--- config.mk ---
export PLATFORM = sky130hd
export DESIGN_NAME = mdu_hilo
export DESIGN_NICKNAME = d
export VERILOG_FILES = /design/src/rtl/mdu_hilo.sv
export SDC_FILE = /design/constraint.sdc
export NUM_CORES = 1
export LEC_CHECK = 0
export CAP_MARGIN = 25
export CORE_MARGIN = 10
export CORE_UTILIZATION = 45
export CTS_CLUSTER_DIAMETER = 80
export CTS_CLUSTER_SIZE = 40
export DETAILED_ROUTE_END_ITERATION = 10
export PLACE_DENSITY = 0.75
export SLEW_MARGIN = 0
export SYNTH_ARGS = -nofsm -noshare
export SYNTH_HDL_FRONTEND = slang
export SYNTH_SLANG_ARGS = --single-unit
--- constraint.sdc ---
create_clock -name clk -period 3.55 [get_ports clk]
set_input_delay 0.8875 -clock clk [delete_from_list [all_inputs] [get_ports clk]]
set_output_delay 0.8875 -clock clk [all_outputs]
set_load 0.02 [all_outputs]
--- src/rtl/mdu_hilo.sv ---
// mdu_hilo: iterative multiply/divide unit owning the architectural HI/LO pair.
// One radix-2 step per cycle: shift-add multiply, restoring divide.
// Define MDU_MADD_EN to enable MADD/MADDU/MSUB/MSUBU (op_i[2] = 1).
//
// state | meaning
// ------+---------------------------------------------------------------
// Idle  | waiting for start_i; MTHI/MTLO writes are accepted here
// Calc  | WIDTH iteration steps on the 2*WIDTH work register
// Fix   | sign correction / accumulate; HI/LO written at the exit edge
module mdu_hilo #(
    parameter int WIDTH = 32,
    parameter int CNT_W = $clog2(WIDTH) + 1
) (
    input  logic             clk,
    input  logic             reset,
    input  logic             start_i,
    input  logic [2:0]       op_i,
    input  logic [WIDTH-1:0] srca_i,
    input  logic [WIDTH-1:0] srcb_i,
    input  logic             flush_i,
    input  logic             hi_we_i,
    input  logic             lo_we_i,
    input  logic [WIDTH-1:0] hilo_wdata_i,
    output logic             busy_o,
    output logic             done_o,
    output logic             divzero_o,
    output logic [WIDTH-1:0] hi_o,
    output logic [WIDTH-1:0] lo_o
);
    localparam int W2 = 2 * WIDTH;

    typedef enum logic [1:0] {Idle, Calc, Fix} stateT;

    stateT             stateQ, stateD;
    logic [CNT_W-1:0]  cntQ;
    logic [W2-1:0]     workQ;
    logic [WIDTH-1:0]  opBQ;
    logic              signAQ, signBQ, isDivQ, divZeroQ;
    logic [WIDTH-1:0]  hiQ, loQ;
    logic              doneQ, divZeroOutQ;
`ifdef MDU_MADD_EN
    logic              isAccQ, isSubQ;
`endif

    logic              opLegal, startOk, lastStep;
    logic              opSigned, negA, negB, opIsDiv;
    logic [WIDTH-1:0]  magA, magB;
    logic [WIDTH:0]    mulSum;
    logic [W2-1:0]     mulNext, divNext, stepNext;
    logic              divGe;
    logic [WIDTH-1:0]  divDiff;
    logic              resNeg;
    logic [W2-1:0]     prodRes, resHiLo;
    logic [WIDTH-1:0]  quot, rem;

`ifdef MDU_MADD_EN
    assign opLegal = 1'b1;
`else
    assign opLegal = ~op_i[2];
`endif
    assign startOk  = start_i & ~flush_i & opLegal;
    assign lastStep = (cntQ == CNT_W'(WIDTH - 1));

    // Operand conditioning at acceptance: signed ops work on magnitudes.
    always_comb begin
        opSigned = ~op_i[0];
        opIsDiv  = ~op_i[2] & op_i[1];
        negA     = opSigned & srca_i[WIDTH-1];
        negB     = opSigned & srcb_i[WIDTH-1];
        magA     = negA ? -srca_i : srca_i;
        magB     = negB ? -srcb_i : srcb_i;
    end

    // One iteration step; the work register holds {upper, lower} for both algorithms.
    always_comb begin
        mulSum   = {1'b0, workQ[W2-1:WIDTH]} + (workQ[0] ? {1'b0, opBQ} : '0);
        mulNext  = {mulSum, workQ[WIDTH-1:1]};
        divGe    = workQ[W2-1:WIDTH-1] >= {1'b0, opBQ};
        divDiff  = workQ[W2-2:WIDTH-1] - opBQ;
        divNext  = divGe ? {divDiff, workQ[WIDTH-2:0], 1'b1}
                         : {workQ[W2-2:0], 1'b0};
        stepNext = isDivQ ? divNext : mulNext;
    end

    // Final sign correction, divide-by-zero override and optional accumulate.
    always_comb begin
        resNeg  = signAQ ^ signBQ;
        prodRes = resNeg ? -workQ : workQ;
        quot    = resNeg ? -workQ[WIDTH-1:0] : workQ[WIDTH-1:0];
        if (divZeroQ) quot = '1;
        rem     = signAQ ? -workQ[W2-1:WIDTH] : workQ[W2-1:WIDTH];
`ifdef MDU_MADD_EN
        if (isDivQ)
            resHiLo = {rem, quot};
        else if (isAccQ)
            resHiLo = isSubQ ? ({hiQ, loQ} - prodRes) : ({hiQ, loQ} + prodRes);
        else
            resHiLo = prodRes;
`else
        resHiLo = isDivQ ? {rem, quot} : prodRes;
`endif
    end

    // State register.
    always_ff @(posedge clk) begin
        if (reset) stateQ <= Idle;
        else       stateQ <= stateD;
    end

    // Next-state logic; flush beats completion.
    always_comb begin
        stateD = stateQ;
        case (stateQ)
            Idle:    if (startOk) stateD = Calc;
            Calc:    if (flush_i) stateD = Idle;
                     else if (lastStep) stateD = Fix;
            Fix:     stateD = Idle;
            default: stateD = Idle;
        endcase
    end

    // FSM outputs.
    always_comb begin
        busy_o = (stateQ == Calc) || (stateQ == Fix);
    end

    // Datapath, counter and architectural HI/LO.
    always_ff @(posedge clk) begin
        if (reset) begin
            cntQ        <= '0;
            workQ       <= '0;
            opBQ        <= '0;
            signAQ      <= 1'b0;
            signBQ      <= 1'b0;
            isDivQ      <= 1'b0;
            divZeroQ    <= 1'b0;
            hiQ         <= '0;
            loQ         <= '0;
            doneQ       <= 1'b0;
            divZeroOutQ <= 1'b0;
`ifdef MDU_MADD_EN
            isAccQ      <= 1'b0;
            isSubQ      <= 1'b0;
`endif
        end else begin
            doneQ       <= 1'b0;
            divZeroOutQ <= 1'b0;
            case (stateQ)
                Idle: begin
                    if (hi_we_i) hiQ <= hilo_wdata_i;
                    if (lo_we_i) loQ <= hilo_wdata_i;
                    if (startOk) begin
                        cntQ     <= '0;
                        workQ    <= {{WIDTH{1'b0}}, magA};
                        opBQ     <= magB;
                        signAQ   <= negA;
                        signBQ   <= negB;
                        isDivQ   <= opIsDiv;
                        divZeroQ <= opIsDiv && (srcb_i == '0);
`ifdef MDU_MADD_EN
                        isAccQ   <= op_i[2];
                        isSubQ   <= op_i[2] & op_i[1];
`endif
                    end
                end
                Calc: begin
                    if (!flush_i) begin
                        workQ <= stepNext;
                        cntQ  <= cntQ + 1'b1;
                    end
                end
                Fix: begin
                    if (!flush_i) begin
                        {hiQ, loQ}  <= resHiLo;
                        doneQ       <= 1'b1;
                        divZeroOutQ <= divZeroQ;
                    end
                end
                default: ;
            endcase
        end
    end

    assign done_o    = doneQ;
    assign divzero_o = divZeroOutQ;
    assign hi_o      = hiQ;
    assign lo_o      = loQ;

endmodule

==> results of run 1 <==
cells in the mapped netlist (31+ instances only):
master / instances
nor2_1: 218
clkbuf_1: 113
nand2_1: 221
dfxtp_1: 174
ha_1: 72
o211ai_1: 43
a21oi_1: 198
a211oi_1: 62
inv_1: 73
o21ai_0: 105
nand3_1: 31
xor2_1: 61
mux2i_1: 45
nor3_1: 40
xnor2_1: 101
layer usage:
layer	wire (µm)	share of wire (%)
met5	0	0
met1	22770	43
met4	1638	3.1
met3	4784	9.1
met2	23350	44
final timing paths:
kind                               from  slack (ns)                     end  cells after the start
hold / removal     lo_o[2]$_SDFFE_PP0P_        0.46    lo_o[2]$_SDFFE_PP0P_                      2
setup reg to reg  workQ[3]$_SDFFE_PP0P_        0.19   hi_o[10]$_SDFFE_PP0P_                      9
hold reg to reg    lo_o[2]$_SDFFE_PP0P_        0.46    lo_o[2]$_SDFFE_PP0P_                      2
setup / recovery              srca_i[5]        0.14  workQ[31]$_SDFFE_PP0P_                     10
kinds of logic (layout without fill, tap and decap cells):
logic type,count (synthesis),count (layout),synth area share (%)
and+or+nand+nor,693,693,22.67
buffers and inverters,210,387,5.604
adders and majority gates,74,74,6.493
other,0,1,0
DFF,174,174,24.04
AOI/OAI and AO/OA,629,629,28.14
xor gates and xnor gates,162,162,9.792
muxes,47,47,3.264
area by class of cell:
class                      instances  area share [%]
sequential                       174           19.74
tap                              402           2.847
inverter                          74           1.572
antenna                            1         0.01416
clock inverter                    12          0.7152
timing repair buffer             281           14.57
clock buffer                      20           2.585
multi-input combinational       1605           57.95
flip-flops by register name (all words and copies together), names as in the netlist:
register	count
workQ	64
hi_o	32
lo_o	32
opBQ	32
cntQ	6
stateQ	2
divZeroQ	1
divzero_o	1
done_o	1
isDivQ	1
signAQ	1
signBQ	1
repair_timing:
item | CTS | global route
buffers inserted | 0 | 1
setup endpoints to repair | 0 | 10
resized for setup | 0 | 7
endpoints found under the hold margin | 0 | 0
metrics by stage:
stage / hold slack (ns) / util, % / TNS (ns) / cell area [µm²] / instances
global placement: 0.4348 / 53.82 / -1.809 / 17030 / 2534
finish: 0.4574 / 55.85 / 0 / 17670 / 2569
CTS: 0.4553 / 55.75 / 0 / 17640 / 2567
global route: 0.4630 / 55.85 / 0 / 17670 / 2569
floorplan: 0.4484 / - / 0 / 14490 / 1989
detailed placement: 0.4445 / 53.91 / -2.210 / 17050 / 2535
report_power, final:
group	switching, µW	internal, µW
sequential	76.1	2040
combinational	856	633
clock	890	1030
critical path: cells and delay by family:
family	cells	cell delay, ns
simple gates	6	2.06
compound gates	3	0.39
buf+inv	1	0.43
==> run metrics, run 1 <==
outcome=completed; drt via density=6.151; initial antenna violation count=1; port bufs=171; Initial Util=between 40 and 50%; commonest non-fill, non-tap cell in the layout=nand2_1; Final Hold Fails=0; CP cell instances=clkdlybuf4s50_1 > or4_4 > or4_4 > or4_1 > nand2b_4 > nor2_4 > a31oi_1 > nor3b_1 > a211oi_1 > a211oi_2; Vias=15800; Crit Path Category=in2reg; distinct cell type count after synthesis=74; Layout area overhead=21.93%; RSZ-0062 raised after global routing=no; H-tree depth=4; gr ovfl total=0; die area=39780 µm²; pin count of the biggest net entering global routing=71; clock latency on the worst-skew pair=0.45 ns; Max stage delay on crit path=0.56 ns; root buffer cell=clkbuf_16; grt met3 use=under 10%; Slowest-stage cell, CP=or4_1; Slew @ Worst Pin=0.9264 ns; fraction of registers with async set/reset=0%; clock buffer depth=2; Cells after Synth=1989; Core Box Area=31640 µm²; HP Class=reg2reg; CTS sink cnt=about 170; Peak VDD IR=0.2824 mV; vias in the first global route=14770; number of synthesized flops with an enable pin=0; CTS tree=built; Post-route DRC=0; post-synthesis cell type with the largest combined area=dfxtp_1; first-pass iteration count of the detailed router=5; top_reg_cell synth=dfxtp_1; I/O pins=172; total CTS buffers=17; Hold Buf Count CTS=0; mapped cell area=roughly 14000 µm²; number of synthesized register bits=174; sequential share of the synthesized area=24.04%; Max Slew Vio Count=0; Power Total=5522 µW; Final WS setup=around 0.14 ns; Die X=199.4 µm; share of cells above drive strength 1=8.126%; Routed WL=52550 µm; floorplan row count=65; leakage power=0.006778 µW; GRT Total Usage=about a quarter; pre-CTS setup slack=-0.2981 ns; footprint of the multi-input gates=roughly 10000 µm²; Slew headroom=between 30% and 40%; fillcell total=approximately 3000; min Tclk post-route=3.409 ns; routability congestion estimate from global placement=0.9774; met1 Track Usage GR=34.40%; worst endpoint required time=3.91 ns; Setup Viol. Count Final=0; Achievable Freq=293.3 MHz; Crit Path Max Fanout=4; initial drt markers=1739; # nets final=2332; most frequent cells in the layout=nand2_1 (221), nor2_1 (217), a21oi_1 (197); ANT nets after route=0; GRT met2 Usage=between 30% and 40%; busiest grt layer=met2; first-pass GRT wire length=81030 µm; final worst path period share=96.04%; routed len/inst=20.45 µm; most used cell, CP=or4_4; mean post-synth cell area=between 7 and 8 µm²; Die Ht=199.4 µm; Clock transition at path regs=about 0.070 ns; Fin Clk Skew=0.01409 ns; Net Count, Synth=2168; register area=approximately 3500 µm²; MaxCap Viol Count=0; Area contributors post-synth=dfxtp_1 (24%), a21oi_1 (6.8%), ha_1 (6.2%); pwr dens=312.6 nW/µm²; share of the synthesized area in the top cell type=24.04%; crit path launch type=input pin; Ys Warns=0; detailed placement HPWL=41310 µm; Critical Path End Type=flop; Critical Path AT=3.77 ns
No activity file was read; power rests on OpenSTA's default activity.
==> run 2, diff against run 1 <==
--- a/config.mk
+++ b/config.mk
@@ -11,7 +11,9 @@
 export CTS_CLUSTER_DIAMETER = 80
 export CTS_CLUSTER_SIZE = 40
 export DETAILED_ROUTE_END_ITERATION = 10
+export GPL_TIMING_DRIVEN = 0
 export PLACE_DENSITY = 0.75
+export SETUP_SLACK_MARGIN = 0.5
 export SLEW_MARGIN = 0
 export SYNTH_ARGS = -nofsm -noshare
 export SYNTH_HDL_FRONTEND = slang
==> run metrics, run 2 (synthesized netlist as in run 1, its figures left out) <==
outcome=completed; fillcell total=2827 (-4.5%); clock latency on the worst-skew pair=0.45 ns (about the same); HP Class=reg2reg; routability congestion estimate from global placement=1.002 (+2.5%); RSZ-0062 raised after global routing=yes; drt via density=6.269 (+1.9%); floorplan row count=65 (unchanged); worst hold start=hi_o[6]$_SDFFE_PP0P_; pin count of the biggest net entering global routing=17 (-76%); clock buffer depth=2 (unchanged); most frequent cells in the layout=nand2_1 (218), nor2_1 (203), a21oi_1 (177); Achievable Freq=318.3 MHz (+8.5%); vias in the first global route=15520 (+5.1%); total CTS buffers=17 (unchanged); worst endpoint required time=3.84 ns (-0.07 ns); root buffer cell=clkbuf_16; H-tree depth=4 (unchanged); gr ovfl total=0 (unchanged); commonest non-fill, non-tap cell in the layout=nand2_1; Fin Clk Skew=0.01525 ns (+0.001163 ns); pwr dens=297.5 nW/µm² (-4.8%); Post-route DRC=0 (unchanged); first-pass GRT wire length=89520 µm (+10%); Final Hold Fails=0 (unchanged); Slew @ Worst Pin=1.034 ns (+0.1075 ns); initial drt markers=1807 (+3.9%); hold_ws=0.4580 ns (+0.0006090 ns); Die Ht=199.4 µm (unchanged); Worst R2R Setup Slack=0.41 ns (+0.22 ns); Core Box Area=31640 µm² (unchanged); I/O pins=172 (unchanged); r2r endpoint=hi_o[10]$_SDFFE_PP0P_; max reg flops=64 (unchanged); Antenna diodes=0 (-1); Routed WL=60740 µm (+16%); Slew headroom=31.07% (-7.0 points); leakage power=0.007165 µW (+5.7%); Final WS setup=0.4080 ns (+0.2674 ns); min Tclk post-route=3.142 ns (-0.2674 ns); CTS sink cnt=174 (unchanged); Die X=199.4 µm (unchanged); Setup Viol. Count Final=0 (unchanged); CTS tree=built; final worst path period share=88.51% (-7.5 points); detailed placement HPWL=46750 µm (+13%); Critical R2R Launch=workQ[4]$_SDFFE_PP0P_; MaxCap Viol Count=0 (unchanged); Hold Path Cell Cnt=1 (-1); share of cells above drive strength 1=16.09% (+8.0 points); initial antenna violation count=1 (unchanged); die area=39780 µm² (unchanged); Layout Utilization=60.83% (+5.0 points); Top reg by flops=workQ; first-pass iteration count of the detailed router=6 (+1); Fin Setup TNS=0 ns (unchanged); Vias=16740 (+5.9%); GRT Total Usage=28.76% (+3.3 points); Worst R2R Path Depth=12 (+3); # nets final=2434 (+4.4%); Clock transition at path regs=0.08 ns (about the same); Initial Util=45.80% (unchanged); crit path launch type=flop; Hold Buf Count CTS=0 (unchanged); port bufs=171 (unchanged); Critical Path AT=3.43 ns (-0.34 ns); ANT nets after route=0 (unchanged); Max Slew Vio Count=0 (unchanged); Peak VDD IR=0.3184 mV (+13%); Crit Path Max Fanout=5 (+1); Layout area overhead=32.81%; Crit Path Category=reg2reg; Hold EP=hi_o[6]$_SDFFE_PP0P_; Critical Path End Type=flop; pre-CTS setup slack=-0.6877 ns (-0.3896 ns); routed len/inst=22.75 µm (+11%)
run 2: repair_timing:
item / CTS / global route
resized for setup: 181 / 213
setup endpoints to repair: 117 / 89
buffers inserted: 33 / 40
gates cloned: 0 / 2
pin swaps: 47 / 57
run 2: worst max-delay path, cell delays in order, from the launching register on:
cell and delay (ns):
dfxtp_2 0.33, buf_8 0.11, or4_4 0.54, or4_4 0.42, buf_6 0.15, nor4b_4 0.37, buf_6 0.19, nand2_2 0.04
nand3b_1 0.16, o21ai_1 0.11, xor2_1 0.17, mux2i_1 0.27, a211oi_1 0.11
run 2: how the worst max path moves through the flow:
stage | slack [ns] | to | startpoint | cells past startpoint
floorplan | 0.32 | workQ[31]$_SDFFE_PP0P_ | srca_i[5] | 9
global placement | -0.67 | workQ[53]$_SDFFE_PP0P_ | flush_i | 10
detailed placement | -0.69 | workQ[53]$_SDFFE_PP0P_ | flush_i | 10
CTS | 0.40 | workQ[45]$_SDFFE_PP0P_ | opBQ[5]$_SDFFE_PP0P_ | 11
global route | 0.32 | workQ[28]$_SDFFE_PP0P_ | srca_i[3] | 11
finish | 0.41 | hi_o[10]$_SDFFE_PP0P_ | workQ[4]$_SDFFE_PP0P_ | 12
run 2: power by group:
| group | total, µW | switching [µW] | leakage (µW) | internal, µW |
|---|---|---|---|---|
| Combinational | 1790 | 1020 | 0.00546 | 770 |
| Clock | 1820 | 906 | 0.000269 | 913 |
| Sequential | 2110 | 76.4 | 0.00143 | 2040 |
| Total | 5730 | 2000 | 0.00716 | 3720 |
run 2: area by class of cell:
class	count	area [µm²]	area share, %
Buffer	136	708.2	3.680
Clock inverter	13	105.1	0.5461
Timing Repair Buffer	247	2361	12.27
Multi-Input combinational cell	1605	11310	58.79
Inverter	74	287.8	1.495
Sequential cell	174	3533	18.36
Tap cell	402	503.0	2.614
Clock buffer	19	432.9	2.250
run 2: through the flow:
| step | instance area [µm²] | cells | total power [µW] |
|---|---|---|---|
| 6_report | 19240 | 2670 | 5725 |
| 5_1_grt | 19240 | 2670 | 5911 |
| 4_1_cts | 18120 | 2627 | 5514 |
| 3_5_place_dp | 16710 | 2562 | 3624 |
| 3_3_place_gp | 16710 | 2562 | 3607 |
| 2_1_floorplan | 14500 | 1989 | 3031 |
run 2: layer usage:
| metal | global-route usage (%) | vias up | wire length, µm |
|---|---|---|---|
| li1 | - | 7782 | - |
| met1 | 38.70 | 7912 | 25680 |
| met2 | 44.50 | 889 | 27140 |
| met3 | 5.887 | 154 | 5628 |
| met4 | 10.29 | 2 | 2273 |
| met5 | 0 | - | 13 |
